==> config.mk <==
export PLATFORM = sky130hd
export DESIGN_NAME = flash_op_sequencer
export DESIGN_NICKNAME = d
export VERILOG_FILES = /design/src/rtl/flash_op_sequencer.sv
export SDC_FILE = /design/constraint.sdc
export NUM_CORES = 1
export LEC_CHECK = 0
export CAP_MARGIN = 20
export CORE_ASPECT_RATIO = 1.4
export CORE_UTILIZATION = 60
export CTS_CLUSTER_DIAMETER = 120
export DETAILED_ROUTE_END_ITERATION = 8
export HOLD_SLACK_MARGIN = 0.15
export PLACE_DENSITY = 0.85
export REMOVE_ABC_BUFFERS = 1
export SYNTH_ARGS = -nofsm -noshare
export SYNTH_HDL_FRONTEND = slang
export SYNTH_SLANG_ARGS = --single-unit
==> constraint.sdc <==
create_clock -name sys_clk -period 6.3 [get_ports sys_clk]
set_input_delay 0.945 -clock sys_clk [delete_from_list [all_inputs] [get_ports sys_clk]]
set_output_delay 0.945 -clock sys_clk [all_outputs]
set_load 0.1 [all_outputs]
==> src/rtl/flash_op_sequencer.sv <==
// Command sequencer for an SPI flash: turns one user operation (read, page
// program, sector erase, status read) into a sequence of byte transfers on a
// start/done SPI byte engine, owns cs_n, inserts WREN before program/erase and
// polls RDSR until the write-in-progress bit clears.
module flash_op_sequencer #(
  parameter logic [7:0]  CS_GAP_CYC = 8'd4,
  parameter logic [23:0] POLL_MAX   = 24'd600000
) (
  input  logic        sys_clk,
  input  logic        sys_rst_n,
  input  logic        op_req,
  input  logic [1:0]  op_code,
  input  logic [23:0] op_addr,
  input  logic [7:0]  op_len,
  output logic        op_ready,
  output logic        op_done,
  output logic        op_err,
  output logic        wdata_req,
  input  logic [7:0]  wdata,
  output logic [7:0]  rdata,
  output logic        rdata_valid,
  output logic        spi_start,
  output logic [7:0]  spi_tx,
  input  logic        spi_done,
  input  logic [7:0]  spi_rx,
  output logic        cs_n
);

  localparam logic [1:0] OP_READ  = 2'd0;
  localparam logic [1:0] OP_PROG  = 2'd1;
  localparam logic [1:0] OP_ERASE = 2'd2;
  localparam logic [1:0] OP_RDSR  = 2'd3;

  typedef enum logic [3:0] {
    S_IDLE, S_WREN, S_GAP1, S_CMD, S_ADDR, S_DATA, S_GAP2, S_POLL, S_DONE
  } state_t;

  state_t      state_q, state_d;
  logic [1:0]  code_q, code_d;
  logic [23:0] addr_q, addr_d;
  logic [8:0]  len_q, len_d;        // 1..256 data bytes
  logic [8:0]  cnt_q, cnt_d;        // addr index / bytes remaining / poll phase
  logic [7:0]  gap_q, gap_d;
  logic [23:0] poll_q, poll_d;
  logic        sent_q, sent_d;      // a byte is in flight on the engine
  logic        wwait_q, wwait_d;    // program byte arrives on wdata this cycle
  logic        cs_n_q, cs_n_d;
  logic        op_ready_q, op_ready_d;
  logic        op_done_q, op_done_d;
  logic        op_err_q, op_err_d;
  logic        wdata_req_q, wdata_req_d;
  logic [7:0]  rdata_q, rdata_d;
  logic        rdata_valid_q, rdata_valid_d;
  logic        spi_start_q, spi_start_d;
  logic [7:0]  spi_tx_q, spi_tx_d;

  logic [7:0]  opcode;

  // Command opcode for the latched operation
  always_comb begin
    opcode = 8'h03;
    case (code_q)
      OP_READ:  opcode = 8'h03;
      OP_PROG:  opcode = 8'h02;
      OP_ERASE: opcode = 8'hD8;
      OP_RDSR:  opcode = 8'h05;
      default:  opcode = 8'h03;
    endcase
  end

  // Next-state and registered-output logic for the sequencer FSM
  always_comb begin
    state_d       = state_q;
    code_d        = code_q;
    addr_d        = addr_q;
    len_d         = len_q;
    cnt_d         = cnt_q;
    gap_d         = gap_q;
    poll_d        = poll_q;
    sent_d        = sent_q;
    wwait_d       = wwait_q;
    cs_n_d        = cs_n_q;
    op_ready_d    = op_ready_q;
    op_done_d     = 1'b0;
    op_err_d      = 1'b0;
    wdata_req_d   = 1'b0;
    rdata_d       = rdata_q;
    rdata_valid_d = 1'b0;
    spi_start_d   = 1'b0;
    spi_tx_d      = spi_tx_q;

    case (state_q)
      S_IDLE: begin
        if (op_req && op_ready_q) begin
          code_d     = op_code;
          addr_d     = op_addr;
          len_d      = (op_len == 8'd0) ? 9'd256 : {1'b0, op_len};
          poll_d     = 24'd0;
          sent_d     = 1'b0;
          wwait_d    = 1'b0;
          cs_n_d     = 1'b0;
          op_ready_d = 1'b0;
          state_d    = (op_code == OP_PROG || op_code == OP_ERASE) ? S_WREN : S_CMD;
        end
      end
      S_WREN: begin
        if (!sent_q) begin
          spi_start_d = 1'b1;
          spi_tx_d    = 8'h06;
          sent_d      = 1'b1;
        end else if (spi_done) begin
          sent_d  = 1'b0;
          cs_n_d  = 1'b1;
          gap_d   = 8'd0;
          state_d = S_GAP1;
        end
      end
      S_GAP1: begin
        if (gap_q == CS_GAP_CYC - 8'd1) begin
          cs_n_d  = 1'b0;
          state_d = S_CMD;
        end else begin
          gap_d = gap_q + 8'd1;
        end
      end
      S_CMD: begin
        if (!sent_q) begin
          spi_start_d = 1'b1;
          spi_tx_d    = opcode;
          sent_d      = 1'b1;
        end else if (spi_done) begin
          sent_d = 1'b0;
          if (code_q == OP_RDSR) begin
            cnt_d   = 9'd1;
            state_d = S_DATA;
          end else begin
            cnt_d   = 9'd0;
            state_d = S_ADDR;
          end
        end
      end
      S_ADDR: begin
        if (!sent_q) begin
          spi_start_d = 1'b1;
          sent_d      = 1'b1;
          case (cnt_q[1:0])
            2'd0:    spi_tx_d = addr_q[23:16];
            2'd1:    spi_tx_d = addr_q[15:8];
            default: spi_tx_d = addr_q[7:0];
          endcase
        end else if (spi_done) begin
          sent_d = 1'b0;
          if (cnt_q == 9'd2) begin
            if (code_q == OP_ERASE) begin
              cs_n_d  = 1'b1;
              gap_d   = 8'd0;
              state_d = S_GAP2;
            end else begin
              cnt_d   = len_q;
              state_d = S_DATA;
            end
          end else begin
            cnt_d = cnt_q + 9'd1;
          end
        end
      end
      S_DATA: begin
        if (!sent_q) begin
          if (code_q == OP_PROG) begin
            // req pulse -> one cycle for the FIFO -> latch wdata and start
            if (wwait_q) begin
              spi_tx_d    = wdata;
              spi_start_d = 1'b1;
              sent_d      = 1'b1;
              wwait_d     = 1'b0;
            end else if (wdata_req_q) begin
              wwait_d = 1'b1;
            end else begin
              wdata_req_d = 1'b1;
            end
          end else begin
            spi_tx_d    = 8'h00;
            spi_start_d = 1'b1;
            sent_d      = 1'b1;
          end
        end else if (spi_done) begin
          sent_d = 1'b0;
          cnt_d  = cnt_q - 9'd1;
          if (code_q != OP_PROG) begin
            rdata_d       = spi_rx;
            rdata_valid_d = 1'b1;
          end
          if (cnt_q == 9'd1) begin
            cs_n_d = 1'b1;
            if (code_q == OP_PROG) begin
              gap_d   = 8'd0;
              state_d = S_GAP2;
            end else begin
              op_done_d = 1'b1;
              state_d   = S_DONE;
            end
          end
        end
      end
      S_GAP2: begin
        if (gap_q == CS_GAP_CYC - 8'd1) begin
          cs_n_d  = 1'b0;
          cnt_d   = 9'd0;
          sent_d  = 1'b0;
          state_d = S_POLL;
        end else begin
          gap_d = gap_q + 8'd1;
        end
      end
      S_POLL: begin
        if (!sent_q) begin
          spi_start_d = 1'b1;
          spi_tx_d    = cnt_q[0] ? 8'h00 : 8'h05;
          sent_d      = 1'b1;
        end else if (spi_done) begin
          sent_d = 1'b0;
          if (!cnt_q[0]) begin
            cnt_d = 9'd1;
          end else begin
            cs_n_d = 1'b1;
            cnt_d  = 9'd0;
            if (!spi_rx[0]) begin
              op_done_d = 1'b1;
              state_d   = S_DONE;
            end else if (poll_q + 24'd1 == POLL_MAX) begin
              op_done_d = 1'b1;
              op_err_d  = 1'b1;
              state_d   = S_DONE;
            end else begin
              poll_d  = poll_q + 24'd1;
              gap_d   = 8'd0;
              state_d = S_GAP2;
            end
          end
        end
      end
      S_DONE: begin
        op_ready_d = 1'b1;
        state_d    = S_IDLE;
      end
      default: begin
        cs_n_d     = 1'b1;
        op_ready_d = 1'b1;
        state_d    = S_IDLE;
      end
    endcase
  end

  // State and output registers; reset aborts any operation with cs_n high
  always_ff @(posedge sys_clk or negedge sys_rst_n) begin
    if (!sys_rst_n) begin
      state_q       <= S_IDLE;
      code_q        <= 2'd0;
      addr_q        <= 24'd0;
      len_q         <= 9'd0;
      cnt_q         <= 9'd0;
      gap_q         <= 8'd0;
      poll_q        <= 24'd0;
      sent_q        <= 1'b0;
      wwait_q       <= 1'b0;
      cs_n_q        <= 1'b1;
      op_ready_q    <= 1'b1;
      op_done_q     <= 1'b0;
      op_err_q      <= 1'b0;
      wdata_req_q   <= 1'b0;
      rdata_q       <= 8'd0;
      rdata_valid_q <= 1'b0;
      spi_start_q   <= 1'b0;
      spi_tx_q      <= 8'd0;
    end else begin
      state_q       <= state_d;
      code_q        <= code_d;
      addr_q        <= addr_d;
      len_q         <= len_d;
      cnt_q         <= cnt_d;
      gap_q         <= gap_d;
      poll_q        <= poll_d;
      sent_q        <= sent_d;
      wwait_q       <= wwait_d;
      cs_n_q        <= cs_n_d;
      op_ready_q    <= op_ready_d;
      op_done_q     <= op_done_d;
      op_err_q      <= op_err_d;
      wdata_req_q   <= wdata_req_d;
      rdata_q       <= rdata_d;
      rdata_valid_q <= rdata_valid_d;
      spi_start_q   <= spi_start_d;
      spi_tx_q      <= spi_tx_d;
    end
  end

  assign op_ready    = op_ready_q;
  assign op_done     = op_done_q;
  assign op_err      = op_err_q;
  assign wdata_req   = wdata_req_q;
  assign rdata       = rdata_q;
  assign rdata_valid = rdata_valid_q;
  assign spi_start   = spi_start_q;
  assign spi_tx      = spi_tx_q;
  assign cs_n        = cs_n_q;

endmodule
==> results of run 1 <==
==> metrics by stage <==
step,utilization [%],instance area [µm²],instances
3_3_place_gp,70.0,7010,922
6_report,72.9,7300,939
5_1_grt,72.9,7300,939
3_5_place_dp,70.1,7010,923
2_1_floorplan,-,6040,706
4_1_cts,72.9,7300,939
==> registers in the layout, indices dropped and copies added, names as in the netlist, 4 cells and up <==
register,flops
spi_tx,8
state_q,4
len_q,9
gap_q,8
rdata,8
poll_q,24
cnt_q,9
addr_q,24
==> worst register-to-register path, stage by stage, from the launching register on <==
cell and delay, ns:
dfrtp_1 0.50, ha_1 0.33, nand3_2 0.23, nor4_2 0.61
and4b_1 0.31, o22ai_1 0.13, nor4_4 0.81, nor2_1 0.35
a221o_1 0.43
==> layout make-up <==
| cell class | count | area, µm² | area share [%] |
|---|---|---|---|
| Multi-Input combinational cell | 581 | 3340 | 45.7 |
| Sequential cell | 105 | 2630 | 36.0 |
| Timing Repair Buffer | 82 | 801 | 11.0 |
| Clock buffer | 9 | 225 | 3.09 |
| Tap cell | 135 | 169 | 2.31 |
| Inverter | 20 | 75.1 | 1.03 |
| Clock inverter | 7 | 60.1 | 0.823 |
==> cell families after synthesis <==
group	count (synthesis)
DFF	105
muxes	17
buffers and inverters	68
AOI/OAI and AO/OA	179
adders and majority gates	13
xor gates and xnor gates	9
and+or+nand+nor	363
==> worst paths after layout <==
kind                                       start                     end  slack [ns]  cells past startpoint
max                        poll_q[1]$_DFFE_PN0P_  poll_q[14]$_DFFE_PN0P_        2.48                      8
min                          wdata_req$_DFF_PN0_     wdata_req$_DFF_PN0_        0.48                      1
min in group asynchronous              sys_rst_n    gap_q[6]$_DFFE_PN0P_        0.53                      1
max in group asynchronous              sys_rst_n  addr_q[14]$_DFFE_PN0P_        4.53                      2
min reg2reg                  wdata_req$_DFF_PN0_     wdata_req$_DFF_PN0_        0.48                      1
max reg2reg                poll_q[1]$_DFFE_PN0P_  poll_q[14]$_DFFE_PN0P_        2.48                      8
==> layout by cell type (no fill, tap or decap), types with 8 or more instances in the layout <==
| cell | instances |
|---|---|
| nand3_1 | 23 |
| a31oi_1 | 12 |
| a22oi_1 | 9 |
| inv_1 | 20 |
| ha_1 | 13 |
| nor4_1 | 14 |
| nor2b_1 | 10 |
| o22ai_1 | 9 |
| a21oi_1 | 56 |
| nor2_1 | 52 |
| dfrtp_1 | 103 |
| nor3_1 | 20 |
| nand4_1 | 16 |
| a211oi_1 | 8 |
| clkdlybuf4s50_1 | 75 |
| mux2_2 | 10 |
| and3_1 | 8 |
| xnor2_1 | 8 |
| clkbuf_16 | 9 |
| o21ai_0 | 34 |
| nand2_1 | 175 |
==> layer usage <==
metal	up-vias	global-route usage [%]	routed length (µm)
li1	2783	-	-
met2	290	58.9	9030
met5	-	0	0
met1	2896	40.1	6680
met4	0	15.1	603
met3	60	5.85	1010
==> where the power goes <==
group          switching, W  internal (W)  total (W)
combinational      0.000998      0.000457    0.00146
sequential         0.000227      0.000882    0.00111
clock              0.000275      0.000276   0.000551
total               0.00150       0.00161    0.00312
==> impl_metrics.tcl, run 1 <==
set metrics [dict create \
    clock_transition_at_the_registers_of_the_reported_paths_ns 0.07 \
    ys_ff_latch 105 \
    cp_data_required_time_ns 6.54 \
    cts-hold-fix-buffers 0 \
    post_cts.repair.setup_buffers 0 \
    worst_hold_slack_ns 0.479 \
    fp.dieArea_um2 10800 \
    drt_pre_antenna_iters 6 \
    routed-via-count 6029 \
    setup_slack_ns 2.48 \
    via_density_per_instance 6.42 \
    unrepaired_setup_endpoints_after_global_routing "false" \
    result_of_the_run "finished clean" \
    design.portCount 77 \
    place.gp.congestion 0.935 \
    power.density_cell_area_nw_per_um2 427 \
    clk_latency_ns 0.36 \
    wirelength_um 17300 \
    total_leakage_power_nw 3.03 \
    synth.area.mux_share_pct 2.93 \
    drt_iter0_drc 629 \
    pre_cts_slack_ns 2.55 \
    timing.critical_path.slowest_cell_delay_ns 0.81 \
    finalWorstPathRequiredPeriod_ns 3.82 \
    edff_count_synth 0 \
    hold_path_class "flop to flop" \
    buffer_ports.inserted 76 \
    worst_path_dominant_cell_family "simple AND/OR/NAND/NOR gates" \
    layout-drive-gt1-share_pct 5.97 \
    drt_drc_violations_left 0 \
    floorplan.die.width_um 88.1 \
    synth_compound_area_share_pct 18.7 \
    timing.critical_path.cells "ha_1 > nand3_2 > nor4_2 > and4b_1 > o22ai_1 > nor4_4 > nor2_1 > a221o_1" \
    timing.setup.critical_path_class "flop to flop" \
    fmax_ghz 0.262 \
    share_of_synthesized_registers_carrying_an_async_set_or_reset_pct 100 \
    first_pass_grt_wire_length_um 28100 \
    cts_tree "done" \
    n_fill_cell 789 \
    timing.critical_path.to_type "flop" \
    mappedNetlistArea_um2 6230 \
    synthesis.area_per_instance_um2 8.27 \
    fin_setup_tns_ns 0 \
    slowest_library_cell_on_the_worst_path "nor4_4" \
    critPathArrivalTime_ns 4.06 \
    synth_top_area_share_pct 41.4 \
    first_global_vias 5855 \
    final_cycle_share_pct 60.6 \
    clock_sink_count 105 \
    finalMaxSlewViolations 0 \
    tightestPinTransition_ns 1.01 \
    synth.area.top_cells "dfrtp_1, nand2_1, a21oi_1" \
    fp-row-count 43 \
    synth-xor-area-share_pct 1.26 \
    dieHeight_um 123 \
    finalSetupViolCount 0 \
    finalHoldViolations 0 \
    cap_viol_max_count 0 \
    synthSimpleGateAreaFrac_pct 27.9 \
    finClkSkew_ns 0.00880 \
    floorplan.initialDensity_pct 62.3 \
    worst-path-max-fanout 15 \
    antenna-diode-count 0 \
    peakVddDrop_mv 0.329 \
    gr-total-overflow 0 \
    dpl.hpwl_um 12400 \
    postRouteAntennaNets 0 \
    synthesis.yosys.warnings 0 \
    gr-usage-all-layers_pct 33.7 \
    synth_top_family_by_area "simple AND/OR/NAND/NOR gates" \
    floorplan.core_area_um2 10000 \
    cts_max_level 3 \
    synth_top_area_cell "dfrtp_1" \
    worst_slew_margin_rel_pct 32.2 \
    wire_per_inst_um 18.5 \
    postSynthCellCount 754 \
    areaGrowthSynthToFinish_pct 17.1 \
    ctsResizeCount 0 \
    timing.critical_path.from_type "flop" \
    power.total_w 0.00312 \
    post_synth_most_frequent_cells "nand2_1, dfrtp_1, a21oi_1" \
    seq_area_frac_synth_pct 42.2 \
    cts-buffers-inserted 9 \
    main_synth_ff_type "dfrtp_1" \
    synthDistinctLibCells 66 \
    synth_fa_ha_area_share_pct 2.61 \
    design.final.nets 866 \
    clockRootBuffer "clkbuf_16" \
    clock_tree.buffer_depth 2 \
    antenna_violations_before_repair 0 \
    buffers_inverters_on_critical_path 0 \
    grt_start_max_net_pins 72 \
    library_cell_with_the_highest_instance_count_after_synthesis "nand2_1" \
]
Note: power is estimated with default switching activity, not from simulation.
==> inputs of run 2 (changes only) <==
--- a/config.mk
+++ b/config.mk
@@ -7,11 +7,11 @@
 export LEC_CHECK = 0
 export CAP_MARGIN = 20
 export CORE_ASPECT_RATIO = 1.4
-export CORE_UTILIZATION = 60
+export CORE_UTILIZATION = 56
 export CTS_CLUSTER_DIAMETER = 120
 export DETAILED_ROUTE_END_ITERATION = 8
 export HOLD_SLACK_MARGIN = 0.15
-export PLACE_DENSITY = 0.85
+export PLACE_DENSITY = 0.8
 export REMOVE_ABC_BUFFERS = 1
 export SYNTH_ARGS = -nofsm -noshare
 export SYNTH_HDL_FRONTEND = slang
==> constraint.sdc (replaced) <==
create_clock -name sys_clk -period 3.89 [get_ports sys_clk]
set_input_delay 0.5835 -clock sys_clk [delete_from_list [all_inputs] [get_ports sys_clk]]
set_output_delay 0.5835 -clock sys_clk [all_outputs]
set_load 0.1 [all_outputs]
==> run 2 against run 1 <==
  * Core utilization is 4.8 points lower
  * Non-clock buffer count is 11 higher
  * Register-to-register slack worse by 2.2 ns
  * Final cell count is 1.8% higher
  * Clock power is 68% higher
  * Combinational power is 63% higher
  * Worst hold slack worse by 0.25 ns
  * Via count is 1.2% lower
==> impl_metrics.tcl, run 2 (synthesis gave the netlist of run 1 again) <==
set metrics [dict create \
    result_of_the_run "finished clean" \
    dpl.hpwl_um 12400 \
    first_pass_grt_wire_length_um 28300 \
    first_global_vias 5950 \
    antenna-diode-count 0 \
    timing.critical_path.slowest_cell_delay_ns 0.65 \
    total_leakage_power_nw 3.09 \
    design.portCount 77 \
    cell_depth_of_the_worst_flop_to_flop_path 8 \
    buffer_ports.inserted 76 \
    cts_tree "done" \
    worst_r2r_startpoint "poll_q[1]$_DFFE_PN0P_" \
    grt_start_max_net_pins 48 \
    clk_latency_ns 0.36 \
    regs_by_ff_count "addr_q: 24 flops, poll_q: 24 flops" \
    floorplan.die.width_um 91.2 \
    ctsResizeCount 0 \
    cp_data_required_time_ns 4.13 \
    globalRoute.busiestLayer "met2" \
    timing.setup.critical_path_class "flop to flop" \
    power.density_cell_area_nw_per_um2 685 \
    cts-buffers-inserted 9 \
    finalSetupViolCount 0 \
    fmax_ghz 0.276 \
    cts-hold-fix-buffers 0 \
    r2r_end "poll_q[14]$_DFFE_PN0P_" \
    drt_pre_antenna_iters 5 \
    cap_viol_max_count 0 \
    layout.cells.most_common "nand2_1" \
    slowest_library_cell_on_the_worst_path "nor4_4" \
    critPathArrivalTime_ns 3.86 \
    clock_sink_count 105 \
    last_element_of_the_critical_path "poll_q[14]$_DFFE_PN0P_" \
    final_cycle_share_pct 93.0 \
    via_density_per_instance 6.23 \
    ff2ff_setup_slack_ns 0.27 \
    dieHeight_um 127 \
    finalHoldViolations 0 \
    postLayoutCoreUtil_pct 68.1 \
    worstSetupStartpoint "poll_q[1]$_DFFE_PN0P_" \
    wirelength_um 17100 \
    most-common-layout-cells "nand2_1, dfrtp_1, clkdlybuf4s50_1" \
    timing.critical_path.to_type "flop" \
    clock_tree.buffer_depth 2 \
    clockRootBuffer "clkbuf_16" \
    gr-total-overflow 0 \
    area_of_all_placed_cells_without_fillers_um2 7400 \
    layout-drive-gt1-share_pct 7.24 \
    areaGrowthSynthToFinish_pct 18.8 \
    floorplan.initialDensity_pct 57.4 \
    worst-path-stages 8 \
    fp-row-count 45 \
    postRouteAntennaNets 0 \
    place.gp.congestion 0.935 \
    worst-path-max-fanout 12 \
    use_met1_pct 35.9 \
    floorplan.core_area_um2 10900 \
    peakVddDrop_mv 0.453 \
    cts_max_level 3 \
    fp.dieArea_um2 11600 \
    pre_cts_slack_ns 0.337 \
    routed-via-count 5956 \
    worst_path_dominant_cell_family "simple AND/OR/NAND/NOR gates" \
    antenna_violations_before_repair 0 \
    timing.critical_path.from_type "flop" \
    fin_setup_tns_ns 0 \
    dpl_cell_area_um2 7110 \
    finalWorstPathRequiredPeriod_ns 3.62 \
    setup_slack_ns 0.272 \
    hold_path_class "input port to async pin" \
    clock_transition_at_the_registers_of_the_reported_paths_ns 0.07 \
    wire_per_inst_um 17.9 \
    drt_drc_violations_left 0 \
    buffers_inverters_on_critical_path 0 \
    grt_use_met2_pct 54.3 \
    unrepaired_setup_endpoints_after_global_routing "false" \
    drt_iter0_drc 572 \
    worst_slew_margin_rel_pct 32.2 \
    post_cts.repair.setup_buffers 0 \
    design.final.nets 877 \
    gr-usage-all-layers_pct 30.8 \
    grt_use_met3_pct 3.84 \
    tightestPinTransition_ns 1.01 \
    finClkSkew_ns 0.0112 \
    finalMaxSlewViolations 0 \
    timing.critical_path.cells "ha_1 > nand3_2 > nor4_2 > and4b_1 > o22ai_1 > nor4_4 > nor2_1 > a221o_1" \
]
-- run 2: final cells by class --
class                           instances  area [µm²]
Multi-Input combinational cell        581        3340
Inverter                               20        75.1
Sequential cell                       105        2630
Clock inverter                          6        58.8
Tap cell                              141         176
Clock buffer                           10         239
Timing Repair Buffer                   93         886
Fill cell                             873        3460
-- run 2: power breakdown --
part           leakage, nW  internal [W]  total, W  switching [W]
registers             1.37       0.00143   0.00177       0.000345
clock network        0.145      0.000470  0.000923       0.000453
logic                 1.58      0.000762   0.00238        0.00162
-- run 2: how the worst min path moves through the flow --
stage | from | endpoint | slack [ns] | cells past startpoint
floorplan | sys_rst_n | addr_q[0]$_DFFE_PN0P_ | 0.29 | 0
global placement | wdata_req$_DFF_PN0_ | wdata_req$_DFF_PN0_ | 0.45 | 1
detailed placement | wdata_req$_DFF_PN0_ | wdata_req$_DFF_PN0_ | 0.46 | 1
CTS | sys_rst_n | gap_q[5]$_DFFE_PN0P_ | 0.27 | 1
global route | sys_rst_n | gap_q[6]$_DFFE_PN0P_ | 0.30 | 1
finish | sys_rst_n | gap_q[5]$_DFFE_PN0P_ | 0.23 | 1
-- run 2: per-stage QoR --
step	cells	total power (W)	hold WS, ns
after floorplan	706	0.00341	0.288
after global placement	940	0.00405	0.450
after detailed placement	940	0.00413	0.459
after CTS	956	0.00506	0.267
after global routing	956	0.00536	0.296
final	956	0.00507	0.231
-- run 2: routing by layer --
metal,routed length [µm],part of all wire [%],vias to the layer above
met3,906,5.3,53
li1,-,-,2802
met1,6650,39,2834
met2,8910,52,267
met4,658,3.8,0
met5,0,0,-
-- run 2: worst register-to-register path: stages, from the launching register on --
cell and delay [ns]:
dfrtp_1 0.51, ha_1 0.33, nand3_2 0.23, nor4_2 0.62
and4b_1 0.32, o22ai_1 0.15, nor4_4 0.65, nor2_1 0.29
a221o_1 0.41
==> inputs of run 3 (changes only) <==
--- a/config.mk
+++ b/config.mk
@@ -5,13 +5,14 @@
 export SDC_FILE = /design/constraint.sdc
 export NUM_CORES = 1
 export LEC_CHECK = 0
+export ABC_AREA = 1
 export CAP_MARGIN = 20
 export CORE_ASPECT_RATIO = 1.4
-export CORE_UTILIZATION = 56
-export CTS_CLUSTER_DIAMETER = 120
+export CORE_UTILIZATION = 57
+export CTS_CLUSTER_DIAMETER = 100
 export DETAILED_ROUTE_END_ITERATION = 8
 export HOLD_SLACK_MARGIN = 0.15
-export PLACE_DENSITY = 0.8
+export PLACE_DENSITY = 0.81
 export REMOVE_ABC_BUFFERS = 1
 export SYNTH_ARGS = -nofsm -noshare
 export SYNTH_HDL_FRONTEND = slang
==> run 3 against run 2 <==
  * Global-route usage decreased by 2.3 points
  * Combinational power up 5%
  * Final cell count up 15%
  * Die area fell by 0.47%
  * Sequential share of layout area decreased by 0.37 points
  * Design area increased by 1.0%
  * Clock skew fell by 0.0032 ns
  * Largest cell class unchanged
==> impl_metrics.tcl, run 3 <==
set metrics [dict create \
    post_cts.repair.setup_buffers 0 \
    first_global_vias 5769 \
    seq_area_frac_synth_pct 41.7 \
    timing.critical_path.from_type "flop" \
    edff_count_synth 0 \
    floorplan.die.width_um 90.9 \
    worst_slew_margin_rel_pct 32.6 \
    final_cycle_share_pct 72.9 \
    clock_transition_at_the_registers_of_the_reported_paths_ns 0.07 \
    finalMaxSlewViolations 0 \
    synthSimpleGateAreaFrac_pct 34.2 \
    grt_start_max_net_pins 60 \
    synth.area.top_cells "dfrtp_1, nand2_1, inv_1" \
    drt_drc_violations_left 0 \
    tightestPinTransition_ns 1.01 \
    clk_latency_ns 0.35 \
    finalSetupViolCount 0 \
    dieHeight_um 127 \
    via_density_per_instance 5.41 \
    synthesis.area_per_instance_um2 7.18 \
    routed-via-count 5932 \
    cts-hold-fix-buffers 0 \
    finalWorstPathRequiredPeriod_ns 2.84 \
    buffers_inverters_on_critical_path 0 \
    drt_pre_antenna_iters 5 \
    power.density_cell_area_nw_per_um2 679 \
    dpl.hpwl_um 11500 \
    post_synth_most_frequent_cells "nand2_1, dfrtp_1, inv_1" \
    cap_viol_max_count 0 \
    share_of_synthesized_registers_carrying_an_async_set_or_reset_pct 100 \
    floorplan.initialDensity_pct 58.4 \
    synth_top_family_by_area "simple AND/OR/NAND/NOR gates" \
    cts_max_level 3 \
    synth_compound_area_share_pct 11.1 \
    synth_top_area_cell "dfrtp_1" \
    timing.critical_path.to_type "flop" \
    synthDistinctLibCells 43 \
    worst-path-max-fanout 25 \
    mappedNetlistArea_um2 6310 \
    fp.dieArea_um2 11500 \
    wirelength_um 15400 \
    design.final.nets 1018 \
    cts-buffers-inserted 9 \
    design.portCount 77 \
    postRouteAntennaNets 0 \
    buffer_ports.inserted 76 \
    floorplan.core_area_um2 10800 \
    library_cell_with_the_highest_instance_count_after_synthesis "nand2_1" \
    timing.critical_path.slowest_cell_delay_ns 0.44 \
    synth-xor-area-share_pct 1.80 \
    fp-row-count 45 \
    result_of_the_run "finished clean" \
    wire_per_inst_um 14.0 \
    gr-total-overflow 0 \
    worst_path_dominant_cell_family "simple AND/OR/NAND/NOR gates" \
    postLayoutCoreUtil_pct 69.2 \
    clock_tree.buffer_depth 2 \
    slowest_library_cell_on_the_worst_path "dfrtp_1" \
    place.gp.congestion 0.952 \
    cts_tree "done" \
    synth.area.mux_share_pct 1.07 \
    layout-drive-gt1-share_pct 7.64 \
    most-common-layout-cells "nand2_1, dfrtp_1, inv_1" \
    synth_top_area_share_pct 40.8 \
    clockRootBuffer "clkbuf_16" \
    first_pass_grt_wire_length_um 26200 \
    cp_data_required_time_ns 4.18 \
    antenna-diode-count 0 \
    ctsResizeCount 0 \
    regs_by_ff_count "addr_q: 24 flops, poll_q: 24 flops" \
    peakVddDrop_mv 0.404 \
    total_leakage_power_nw 3.48 \
    ys_ff_latch 105 \
    timing.setup.critical_path_class "flop to flop" \
    layout.cells.most_common "nand2_1" \
    areaGrowthSynthToFinish_pct 18.5 \
    antenna_violations_before_repair 0 \
    crit_path_frequent_cell "nand2_1" \
    fin_setup_tns_ns 0 \
    timing.critical_path.cells "ha_1 > nand2_1 > nor2_4 > nand2_2 > nor2_2 > nand2_1 > nand2_1 > nand2_1 > nor2_1 > nand2_1 > nor2_2 > nand2_1 > nand2_2 > nand2_4 > nand2_4 > nand2_1 > nand2_1" \
    finalHoldViolations 0 \
    clock_sink_count 105 \
    critPathArrivalTime_ns 3.13 \
    synth_fa_ha_area_share_pct 2.58 \
    hold_path_class "input port to async pin" \
    main_synth_ff_type "dfrtp_1" \
    postSynthCellCount 879 \
    finClkSkew_ns 0.00806 \
    n_fill_cell 942 \
    fmax_ghz 0.353 \
    synthesis.yosys.warnings 0 \
    gr-usage-all-layers_pct 28.5 \
    drt_iter0_drc 316 \
    unrepaired_setup_endpoints_after_global_routing "false" \
]
[run 3: changes by cell type in the layout (fill, tap and decap cells not counted), sizes merged, moves of 9 or more]
cell   change
nand3     +44
nor2      +46
inv       +80
nor2b     -11
nor4      -12
a31oi      -9
a21oi     -22
buf       -12
o21ai     +18
nand2    +120
[run 3: report_power, final]
part / internal [W] / switching [W]
clock network: 0.000447 / 0.000437
registers: 0.00144 / 0.000254
logic: 0.000719 / 0.00178
total: 0.00260 / 0.00247
[run 3: path summary, 6_finish.rpt]
| path | endpoint | cells past startpoint | startpoint | slack (ns) |
|---|---|---|---|---|
| setup / recovery | poll_q[0]$_DFFE_PN0P_ | 17 | poll_q[0]$_DFFE_PN0P_ | 1.05 |
| hold / removal | poll_q[5]$_DFFE_PN0P_ | 1 | sys_rst_n | 0.16 |
| setup reg to reg | poll_q[0]$_DFFE_PN0P_ | 17 | poll_q[0]$_DFFE_PN0P_ | 1.05 |
| hold reg to reg | rdata[0]$_DFFE_PN0P_ | 2 | rdata[0]$_DFFE_PN0P_ | 0.47 |
| max in group asynchronous | op_ready$_DFFE_PN1P_ | 2 | sys_rst_n | 2.86 |
| min in group sys_clk | rdata[0]$_DFFE_PN0P_ | 2 | rdata[0]$_DFFE_PN0P_ | 0.47 |
[run 3: metrics by stage]
| stage | power, W | setup slack [ns] | std cells | cell area [µm²] | hold WS, ns |
|---|---|---|---|---|---|
| finish | 0.00508 | 1.05 | 1097 | 7480 | 0.162 |
| global route | 0.00542 | 0.780 | 1097 | 7480 | 0.190 |
| CTS | 0.00508 | 1.08 | 1097 | 7480 | 0.179 |
| detailed placement | 0.00419 | 1.11 | 1081 | 7200 | 0.458 |
| global placement | 0.00415 | 1.18 | 1081 | 7200 | 0.455 |
| floorplan | 0.00347 | 0.164 | 859 | 6210 | 0.288 |
[run 3: logic make-up (layout without fill, tap and decap cells)]
kind of cell,Yosys count,in the layout
xor gates and xnor gates,13,13
buffers and inverters,121,198
muxes,6,6
AOI/OAI and AO/OA,124,124
and+or+nand+nor,497,497
DFF,105,105
adders and majority gates,13,13
[run 3: layout make-up]
cell class / instances / area, µm² / share of cell area (%)
clock buffer: 9 / 225 / 3.01
inverter: 101 / 379 / 5.07
clock inverter: 7 / 60.1 / 0.803
tap: 141 / 176 / 2.36
timing repair buffer: 81 / 796 / 10.6
sequential: 105 / 2630 / 35.2
multi-input combinational: 653 / 3220 / 43.0
[run 3: per-layer routing]
metal	routed length (µm)	GRT usage (%)	part of all wire, %
met1	6310	33.8	41
met2	8030	50.2	52
met3	520	3.96	3.4
met4	503	14.4	3.3
met5	0	0	0
